[src/rtl/lsu_store_buffer_if.sv]
// Store-buffer port bundle: LSU store requests, memory drain channel and
// the load-path forwarding lookup.
interface lsu_store_buffer_if #(
    parameter int DATA_W = 32,
    parameter int ADDR_W = 32,
    parameter int DEPTH  = 4
);
    localparam int NB = DATA_W / 8;
    localparam int CW = $clog2(DEPTH) + 1;

    logic              in_valid;
    logic              in_ready;
    logic [ADDR_W-1:0] in_addr;
    logic [1:0]        in_size;
    logic [DATA_W-1:0] in_data;
    logic              in_err;
    logic              out_valid;
    logic              out_ready;
    logic [ADDR_W-1:0] out_addr;
    logic [DATA_W-1:0] out_data;
    logic [NB-1:0]     out_be;
    logic [ADDR_W-1:0] fwd_addr;
    logic [NB-1:0]     fwd_be;
    logic [DATA_W-1:0] fwd_data;
    logic [CW-1:0]     count;

    modport master (
        output in_valid, in_addr, in_size, in_data, out_ready, fwd_addr,
        input  in_ready, in_err, out_valid, out_addr, out_data, out_be,
               fwd_be, fwd_data, count
    );

    modport slave (
        input  in_valid, in_addr, in_size, in_data, out_ready, fwd_addr,
        output in_ready, in_err, out_valid, out_addr, out_data, out_be,
               fwd_be, fwd_data, count
    );
endinterface

[src/rtl/lsu_store_buffer.sv]
// Byte-lane store buffer: aligns stores to lanes, merges into the youngest
// entry on a word match, drains in order and forwards to loads.
module lsu_store_buffer #(
    parameter int DATA_W = 32,
    parameter int ADDR_W = 32,
    parameter int DEPTH  = 4
) (
    input logic               clk,
    input logic               rst,
    lsu_store_buffer_if.slave sb
);
    localparam int NB   = DATA_W / 8;
    localparam int OFFW = $clog2(NB);
    localparam int PW   = $clog2(DEPTH);
    localparam int CW   = PW + 1;
    localparam int WW   = ADDR_W - OFFW;

    typedef struct packed {
        logic [WW-1:0]        word;
        logic [NB-1:0]        be;
        logic [NB-1:0][7:0]   data;
    } ent_t;

    ent_t            ent [DEPTH];
    logic [PW-1:0]   head, tail, yng, idx;
    logic [CW-1:0]   cnt;
    logic            err_q;

    logic [OFFW-1:0]    off;
    logic [3:0]         nbytes, bmask;
    logic [WW-1:0]      in_word, fwd_word;
    logic               illegal, pop, merge, ready, acc, push, do_merge, alloc;
    logic [NB-1:0]      mask, fbe;
    logic [NB-1:0][7:0] sdata, fdat;

    always_comb begin
        off     = sb.in_addr[OFFW-1:0];
        nbytes  = 4'd1 << sb.in_size;
        bmask   = nbytes - 4'd1;
        in_word = sb.in_addr[ADDR_W-1:OFFW];
        illegal = (DATA_W == 32 && sb.in_size == 2'd3) || ((off & bmask[OFFW-1:0]) != '0);
        mask    = '0;
        for (int i = 0; i < NB; i++)
            mask[i] = (i >= int'(off)) && (i < int'(off) + int'(nbytes));
        sdata   = sb.in_data << {off, 3'b000};
    end

    // A head that leaves this cycle cannot absorb a merge; the store allocates instead.
    assign yng      = tail - PW'(1);
    assign pop      = (cnt != '0) && sb.out_ready;
    assign merge    = (cnt != '0) && (ent[yng].word == in_word) && !(cnt == CW'(1) && pop);
    assign ready    = (cnt < CW'(DEPTH)) || merge;
    assign acc      = sb.in_valid && ready;
    assign push     = acc && !illegal;
    assign do_merge = push && merge;
    assign alloc    = push && !merge;

    always_ff @(posedge clk or posedge rst) begin
        if (rst) begin
            head  <= '0;
            tail  <= '0;
            cnt   <= '0;
            err_q <= 1'b0;
            for (int i = 0; i < DEPTH; i++) ent[i] <= '0;
        end else begin
            err_q <= acc && illegal;
            if (pop) begin
                ent[head].be <= '0;
                head         <= head + PW'(1);
            end
            if (alloc) begin
                ent[tail].word <= in_word;
                ent[tail].be   <= mask;
                ent[tail].data <= sdata;
                tail           <= tail + PW'(1);
            end
            if (do_merge) begin
                ent[yng].be <= ent[yng].be | mask;
                for (int l = 0; l < NB; l++)
                    if (mask[l]) ent[yng].data[l] <= sdata[l];
            end
            cnt <= cnt + CW'(alloc) - CW'(pop);
        end
    end

    // Walk oldest to youngest so younger lanes overwrite older ones.
    assign fwd_word = sb.fwd_addr[ADDR_W-1:OFFW];
    always_comb begin
        fbe  = '0;
        fdat = '0;
        idx  = '0;
        for (int k = 0; k < DEPTH; k++) begin
            idx = head + PW'(k);
            if (CW'(k) < cnt && ent[idx].word == fwd_word)
                for (int l = 0; l < NB; l++)
                    if (ent[idx].be[l]) begin
                        fbe[l]  = 1'b1;
                        fdat[l] = ent[idx].data[l];
                    end
        end
    end

    assign sb.in_ready  = ready;
    assign sb.in_err    = err_q;
    assign sb.out_valid = (cnt != '0);
    assign sb.out_addr  = (cnt != '0) ? {ent[head].word, {OFFW{1'b0}}} : '0;
    assign sb.out_data  = (cnt != '0) ? ent[head].data : '0;
    assign sb.out_be    = (cnt != '0) ? ent[head].be : '0;
    assign sb.fwd_be    = fbe;
    assign sb.fwd_data  = fdat;
    assign sb.count     = cnt;
endmodule
[src/flat_wrapper.sv]
// flat-port wrapper written by rule: the top's interface ports become plain ports
module lsu_store_buffer_flat 
#(
    parameter int DATA_W = 32,
    parameter int ADDR_W = 32,
    parameter int DEPTH  = 4
)
  (clk, rst, sb_in_valid, sb_in_addr, sb_in_size, sb_in_data, sb_out_ready, sb_fwd_addr, sb_in_ready, sb_in_err, sb_out_valid, sb_out_addr, sb_out_data, sb_out_be, sb_fwd_be, sb_fwd_data, sb_count);
  lsu_store_buffer_if #(.DATA_W(DATA_W), .ADDR_W(ADDR_W), .DEPTH(DEPTH)) sb_i ();
  input logic clk;
  input logic rst;
  input wire logic [$bits(sb_i.in_valid)-1:0] sb_in_valid;
  input wire logic [$bits(sb_i.in_addr)-1:0] sb_in_addr;
  input wire logic [$bits(sb_i.in_size)-1:0] sb_in_size;
  input wire logic [$bits(sb_i.in_data)-1:0] sb_in_data;
  input wire logic [$bits(sb_i.out_ready)-1:0] sb_out_ready;
  input wire logic [$bits(sb_i.fwd_addr)-1:0] sb_fwd_addr;
  output wire logic [$bits(sb_i.in_ready)-1:0] sb_in_ready;
  output wire logic [$bits(sb_i.in_err)-1:0] sb_in_err;
  output wire logic [$bits(sb_i.out_valid)-1:0] sb_out_valid;
  output wire logic [$bits(sb_i.out_addr)-1:0] sb_out_addr;
  output wire logic [$bits(sb_i.out_data)-1:0] sb_out_data;
  output wire logic [$bits(sb_i.out_be)-1:0] sb_out_be;
  output wire logic [$bits(sb_i.fwd_be)-1:0] sb_fwd_be;
  output wire logic [$bits(sb_i.fwd_data)-1:0] sb_fwd_data;
  output wire logic [$bits(sb_i.count)-1:0] sb_count;
  assign sb_i.in_valid = sb_in_valid;
  assign sb_i.in_addr = sb_in_addr;
  assign sb_i.in_size = sb_in_size;
  assign sb_i.in_data = sb_in_data;
  assign sb_i.out_ready = sb_out_ready;
  assign sb_i.fwd_addr = sb_fwd_addr;
  assign sb_in_ready = sb_i.in_ready;
  assign sb_in_err = sb_i.in_err;
  assign sb_out_valid = sb_i.out_valid;
  assign sb_out_addr = sb_i.out_addr;
  assign sb_out_data = sb_i.out_data;
  assign sb_out_be = sb_i.out_be;
  assign sb_fwd_be = sb_i.fwd_be;
  assign sb_fwd_data = sb_i.fwd_data;
  assign sb_count = sb_i.count;
  lsu_store_buffer #(.DATA_W(DATA_W), .ADDR_W(ADDR_W), .DEPTH(DEPTH)) u_core (.clk(clk), .rst(rst), .sb(sb_i));
endmodule
[config.mk]
export PLATFORM = sky130hd
export DESIGN_NAME = lsu_store_buffer_flat
export DESIGN_NICKNAME = d
export VERILOG_FILES = /design/src/rtl/lsu_store_buffer_if.sv /design/src/rtl/lsu_store_buffer.sv /design/src/flat_wrapper.sv
export SDC_FILE = /design/constraint.sdc
export NUM_CORES = 1
export LEC_CHECK = 0
export CORE_MARGIN = 10
export CORE_UTILIZATION = 64
export DETAILED_ROUTE_END_ITERATION = 16
export PLACE_DENSITY = 0.95
export SLEW_MARGIN = 30
export SYNTH_ARGS = -nofsm -noshare
export SYNTH_HDL_FRONTEND = slang
export SYNTH_SLANG_ARGS = --single-unit
[constraint.sdc]
create_clock -name clk -period 20.7 [get_ports clk]
set_clock_uncertainty 0.15 [all_clocks]
set_input_delay 6.21 -clock clk [delete_from_list [all_inputs] [get_ports clk]]
set_output_delay 6.21 -clock clk [all_outputs]
set_load 0.01 [all_outputs]
==> flow_metrics.env, run 1 <==
export IMPL_cp_max_fo=17
export IMPL_muxShareOfSynthArea_pct=38.0
export IMPL_route_detailed_drc=0
export IMPL_p_sw_share_pct=44.0
export IMPL_clockRootBuffer="clkbuf_16"
export IMPL_die_h_um=207
export IMPL_setup_tns_ns=0
export IMPL_clk_pin_slew_ns=0.06
export IMPL_maxCapViolCount=0
export IMPL_htreeDepth=1
export IMPL_synthSimpleGateAreaFrac_pct=9.44
export IMPL_synth_seq_cells=272
export IMPL_vias=19733
export IMPL_fin_crit_ns=17.11
export IMPL_fmax_mhz=58.4
export IMPL_die_area_um2=42900
export IMPL_met2_usage_pct=51.9
export IMPL_place_hpwl_mm=50.4
export IMPL_slew_headroom_pct=30.8
export IMPL_hold_class="reg2reg"
export IMPL_synth_compound_area_share_pct=10.6
export IMPL_drt_antenna_violating_nets=0
export IMPL_synth_xor_area_share_pct=5.32
export IMPL_rsz0062_at_grt="no"
export IMPL_leakagePower_nw=9.92
export IMPL_avgSynthCellArea_um2=11.1
export IMPL_ys_types=72
export IMPL_design_area_um2=25400
export IMPL_cts_repair_resized=0
export IMPL_clock_latency_ns=0.59
export IMPL_grt_pass1_vias=19471
export IMPL_cts_tree="done"
export IMPL_cp_end_kind="output port"
export IMPL_hold_depth=1
export IMPL_pwr_share_seq_pct=23.5
export IMPL_io_buffers=207
export IMPL_finalCritPeriodShare_pct=82.7
export IMPL_cp_data_arrival_time_ns=10.75
export IMPL_die_x_um=207
export IMPL_min_delay_start="u_core.ent[208]"
export IMPL_rr_startpoint="u_core.tail[1]"
export IMPL_final_nets=2218
export IMPL_final_max_slew_viol_count=0
export IMPL_antenna_found_initial=2
export IMPL_syn_inst=2025
export IMPL_r2r_worst_path_cells=12
export IMPL_peakVddDrop_mv=0.287
export IMPL_dr_pass1_iters=8
export IMPL_worst_ep_required_time_ns=14.34
export IMPL_status="completed"
export IMPL_setup_viol=0
export IMPL_numCtsBuffers=30
export IMPL_switching_power_mw=2.12
export IMPL_grt_usage_pct=33.7
export IMPL_grt_use_met3_pct=10.3
export IMPL_drt_iter0_markers=3177
export IMPL_drive_gt1_share_pct=26.5
export IMPL_grt_pass1_wl_mm=117
export IMPL_clockBufferDepth=3
export IMPL_clock_sinks=272
export IMPL_syn_area_um2=22400
export IMPL_start_kind="primary input"
export IMPL_synth_seq_area_share_pct=30.4
export IMPL_rows=68
export IMPL_met1_usage_pct=42.3
export IMPL_core_um2=34500
export IMPL_worst_pin_slew_ns=1.04
export IMPL_overflow=0
export IMPL_boundaryPins=212
export IMPL_async_reset_ff_share_pct=100
export IMPL_routed_wl_mm=75.5
export IMPL_dpl_cell_area_um2=24300
export IMPL_synth_edf_count=0
export IMPL_ctsHoldBuffers=0
export IMPL_initial_core_util_pct=64.8
export IMPL_internal_power_mw=2.69
export IMPL_r2r_end="u_core.ent[94]"
export IMPL_clock_power_share_pct=12.3
export IMPL_synth_fa_ha_area_share_pct=1.02
export IMPL_p_per_area_nw_per_um2=189
export IMPL_place_gp_congestion=1.01
export IMPL_via_per_inst=7.66
export IMPL_r2r_slack_ns=14.70
export IMPL_cts_setup_buffers=0
export IMPL_hold_violations=0
export IMPL_busiest_layer="met2"
export IMPL_synth_top_flop_cell="dfrtp_1"
export IMPL_area_growth_pct=13.4
export IMPL_p_comb_share_pct=64.2
export IMPL_synth_top_family_by_area="multiplexers"
export IMPL_grt_max_degree=149
export IMPL_worstSetupPathType="in2out"
export IMPL_yosys_warnings=0
export IMPL_worstHoldEndpoint="u_core.ent[208]"
export IMPL_wl_per_cell_um=29.3
## final cells by class
cell class                      instances  area, um2
Multi-Input combinational cell       1517      14500
Sequential cell                       272       6820
Fill cell                            2170       9150
Inverter                               49        191
Clock inverter                         16        246
Tap cell                              455        569
Antenna cell                            1       2.50
Timing Repair Buffer                  229       2280
Clock buffer                           38        821
## worst max-delay path by stage
stage,slack (ns),cells past startpoint,startpoint,to
global route,3.60,7,sb_fwd_addr[5],sb_fwd_data[8]
finish,3.59,7,sb_fwd_addr[5],sb_fwd_data[8]
detailed placement,4.06,11,sb_fwd_addr[5],sb_fwd_data[8]
floorplan,5.66,10,sb_fwd_addr[17],sb_fwd_data[1]
global placement,4.18,11,sb_fwd_addr[21],sb_fwd_data[24]
CTS,4.03,11,sb_fwd_addr[5],sb_fwd_data[9]
## cells in the final DEF, fill, tap and decap left out, types with 77 or more instances in the layout
master / count
nand2_1: 114
o21ai_0: 119
mux2i_1: 99
xnor2_1: 122
mux2_2: 256
dfrtp_1: 269
mux4_2: 194
nor2_1: 123
a21oi_1: 77
clkdlybuf4s50_1: 206
## metrics by stage
| stage | hold WS (ns) | cells | utilization (%) | worst slack [ns] | total power, mW |
|---|---|---|---|---|---|
| global route | 0.424 | 2577 | 73.5 | 3.60 | 5.00 |
| detailed placement | 0.388 | 2522 | 70.3 | 4.06 | 4.08 |
| floorplan | 0.360 | 2026 | - | 5.66 | 3.20 |
| finish | 0.406 | 2577 | 73.5 | 3.59 | 4.80 |
| CTS | 0.405 | 2576 | 73.4 | 4.03 | 4.70 |
| global placement | 0.374 | 2521 | 70.2 | 4.18 | 3.92 |
## critical path, stage by stage
cell             delay, ns
clkdlybuf4s50_1       0.62
xnor2_1               0.54
nand4_1               0.36
nor4_2                0.88
nand4_1               0.83
o22ai_1               0.65
clkdlybuf4s50_1       0.65
## synthesized netlist by cell type, types with 31 or more instances
cell | number | share of area, %
nand2_1 | 114 | 1.9
xnor2_1 | 122 | 4.8
mux2_2 | 256 | 13
buf_2 | 66 | 1.5
o22ai_1 | 31 | 0.87
nand4_1 | 37 | 1.0
mux4_2 | 194 | 20
clkbuf_1 | 85 | 1.4
a21oi_1 | 78 | 1.7
nor2_1 | 123 | 2.1
inv_1 | 48 | 0.80
dfrtp_1 | 272 | 30
mux2i_1 | 99 | 4.4
and2_1 | 54 | 1.5
nand2b_1 | 32 | 0.89
o21ai_0 | 119 | 2.7
## per-layer routing
layer	vias to the layer above	routed length [um]
li1	7837	-
met1	9697	25700
met2	1783	34500
met3	414	10600
met4	2	4720
met5	-	11
## power groups by stage
| stage | clock network (mW) | registers (mW) | logic [mW] |
|---|---|---|---|
| floorplan | 0 | 0.977 | 2.22 |
| global placement | 0 | 1.07 | 2.85 |
| detailed placement | 0 | 1.10 | 2.97 |
| CTS | 0.589 | 1.10 | 3.01 |
| global route | 0.611 | 1.16 | 3.23 |
| finish | 0.592 | 1.13 | 3.08 |
## cell families after synthesis
family,Yosys count
compound gates,375
mux,560
flops,272
fa+ha+maj,17
other cells,1
xor+xnor,136
buf+inv,237
simple gates,427
Power figures use the tool's default switching activity.
==> run 2, diff against run 1 <==
--- a/config.mk
+++ b/config.mk
@@ -6,9 +6,9 @@
 export NUM_CORES = 1
 export LEC_CHECK = 0
 export CORE_MARGIN = 10
-export CORE_UTILIZATION = 64
+export CORE_UTILIZATION = 54
 export DETAILED_ROUTE_END_ITERATION = 16
-export PLACE_DENSITY = 0.95
+export PLACE_DENSITY = 0.89
 export SLEW_MARGIN = 30
 export SYNTH_ARGS = -nofsm -noshare
 export SYNTH_HDL_FRONTEND = slang
==> constraint.sdc (replaced) <==
create_clock -name clk -period 15.4 [get_ports clk]
set_clock_uncertainty 0.15 [all_clocks]
set_input_delay 4.62 -clock clk [delete_from_list [all_inputs] [get_ports clk]]
set_output_delay 4.62 -clock clk [all_outputs]
set_load 0.01 [all_outputs]
==> flow_metrics.env, run 2 (synthesis gave the netlist of run 1 again) <==
export IMPL_hold_depth=1
export IMPL_final_max_slew_viol_count=0
export IMPL_clockBufferDepth=3
export IMPL_die_area_um2=50000
export IMPL_drt_iter0_markers=3012
export IMPL_route_detailed_drc=0
export IMPL_maxCapViolCount=0
export IMPL_cp_max_fo=17
export IMPL_num_fill_cells=2970
export IMPL_hold_violations=0
export IMPL_die_h_um=224
export IMPL_final_cell_mix="269 x dfrtp_1, 256 x mux2_2, 206 x clkdlybuf4s50_1"
export IMPL_ctsHoldBuffers=0
export IMPL_clock_sinks=272
export IMPL_vias=19365
export IMPL_dr_pass1_iters=6
export IMPL_clockRootBuffer="clkbuf_16"
export IMPL_place_hpwl_mm=51.2
export IMPL_setup_tns_ns=0
export IMPL_final_nets=2219
export IMPL_grt_usage_pct=29.1
export IMPL_core_um2=40900
export IMPL_peakVddDrop_mv=0.213
export IMPL_total_power_mw=6.40
export IMPL_grt_max_degree=130
export IMPL_worstSetupPathType="in2out"
export IMPL_hold_ws_ns=0.405
export IMPL_path_cells="clkdlybuf4s50_1 -> xnor2_1 -> nand4_1 -> nor4_1 -> nand4_1 -> a211o_1 -> a211o_1 -> a31oi_1 -> clkdlybuf4s50_1"
export IMPL_grt_pass1_vias=19149
export IMPL_wl_per_cell_um=28.4
export IMPL_start_kind="primary input"
export IMPL_cp_end_kind="output port"
export IMPL_design_area_um2=25500
export IMPL_dpl_cell_area_um2=24400
export IMPL_antenna_found_initial=7
export IMPL_slowest_stage="a211o_1"
export IMPL_setup_viol=0
export IMPL_fin_crit_ns=13.74
export IMPL_p_per_area_nw_per_um2=251
export IMPL_clk_pin_slew_ns=0.05
export IMPL_hold_class="reg2reg"
export IMPL_final_common_cell="dfrtp_1"
export IMPL_r2r_worst_path_cells=13
export IMPL_leakagePower_nw=9.91
export IMPL_status="completed"
export IMPL_cp_num_buf_inv=2
export IMPL_rsz0062_at_grt="no"
export IMPL_numCtsBuffers=29
export IMPL_worst_pin_slew_ns=0.987
export IMPL_htreeDepth=1
export IMPL_finalCritPeriodShare_pct=89.2
export IMPL_path_depth=9
export IMPL_worst_ep_required_time_ns=10.63
export IMPL_initial_core_util_pct=54.7
export IMPL_clock_latency_ns=0.59
export IMPL_cts_tree="done"
export IMPL_slowest_delay_ns=0.71
export IMPL_utilization_pct=62.2
export IMPL_boundaryPins=212
export IMPL_overflow=0
export IMPL_via_per_inst=7.28
export IMPL_grt_pass1_wl_mm=116
export IMPL_drive_gt1_share_pct=26.5
export IMPL_routed_wl_mm=75.5
export IMPL_die_x_um=224
export IMPL_place_gp_congestion=1.02
export IMPL_slew_headroom_pct=33.5
export IMPL_rows=74
export IMPL_cp_data_arrival_time_ns=8.97
export IMPL_drt_antenna_violating_nets=0
export IMPL_area_growth_pct=13.8
export IMPL_io_buffers=207
export IMPL_cp_top_family="compound AO/OA/AOI/OAI gates"
export IMPL_cts_repair_resized=0
export IMPL_fmax_mhz=72.8
export IMPL_cts_setup_buffers=0
[run 2: worst paths after layout]
path,from,to,slack (ns)
worst max-delay path,sb_fwd_addr[25],sb_fwd_data[15],1.66
worst min-delay path,u_core.ent[223],u_core.ent[223],0.40
worst max register to register,u_core.tail[1],u_core.ent[100],9.54
worst min register to register,u_core.ent[223],u_core.ent[223],0.40
max in group asynchronous,rst,u_core.head[1],9.24
min in group asynchronous,rst,asynchronous set/reset pin,4.41
[run 2: per-stage QoR]
stage | cells | worst slack, ns
final | 2659 | 1.66
after floorplan | 2026 | 3.13
after global routing | 2658 | 1.56
after CTS | 2654 | 1.84
after detailed placement | 2601 | 1.85
after global placement | 2599 | 1.85
[run 2: worst reg2reg max path: cells and delay by family, from the launching register on]
kind | cells | cell delay, ns
AO/OA/AOI/OAI | 4 | 1.29
XOR/XNOR | 1 | 0.48
adder cells (fa/ha/maj) | 1 | 0.32
buffers and inverters | 3 | 1.07
flip-flops | 1 | 0.38
multiplexers | 1 | 0.65
AND/OR/NAND/NOR | 3 | 1.44
[run 2: report_power, final]
part	switching [mW]	total [mW]	internal (mW)
Sequential	0.481	1.52	1.04
Clock	0.312	0.762	0.450
Combinational	2.02	4.11	2.09
Total	2.81	6.40	3.59
[run 2: area by class of cell]
class	instances	area [um2]	share of cell area, %
multi-input combinational	1517	14500	56.8
clock buffer	40	847	3.33
clock inverter	13	178	0.698
inverter	49	191	0.752
sequential	272	6820	26.8
tap	532	666	2.61
antenna	5	12.5	0.0491
timing repair buffer	231	2300	9.04
[run 2: per-layer routing]
metal / vias to the layer above / routed length (um) / global-route usage [%] / share of wire (%)
met2: 1664 / 35000 / 45.0 / 46
met3: 370 / 9580 / 8.73 / 13
met4: 2 / 4400 / 16.3 / 5.8
met1: 9492 / 26500 / 35.9 / 35
li1: 7837 / - / - / -
met5: - / 10 / 0 / 0.013
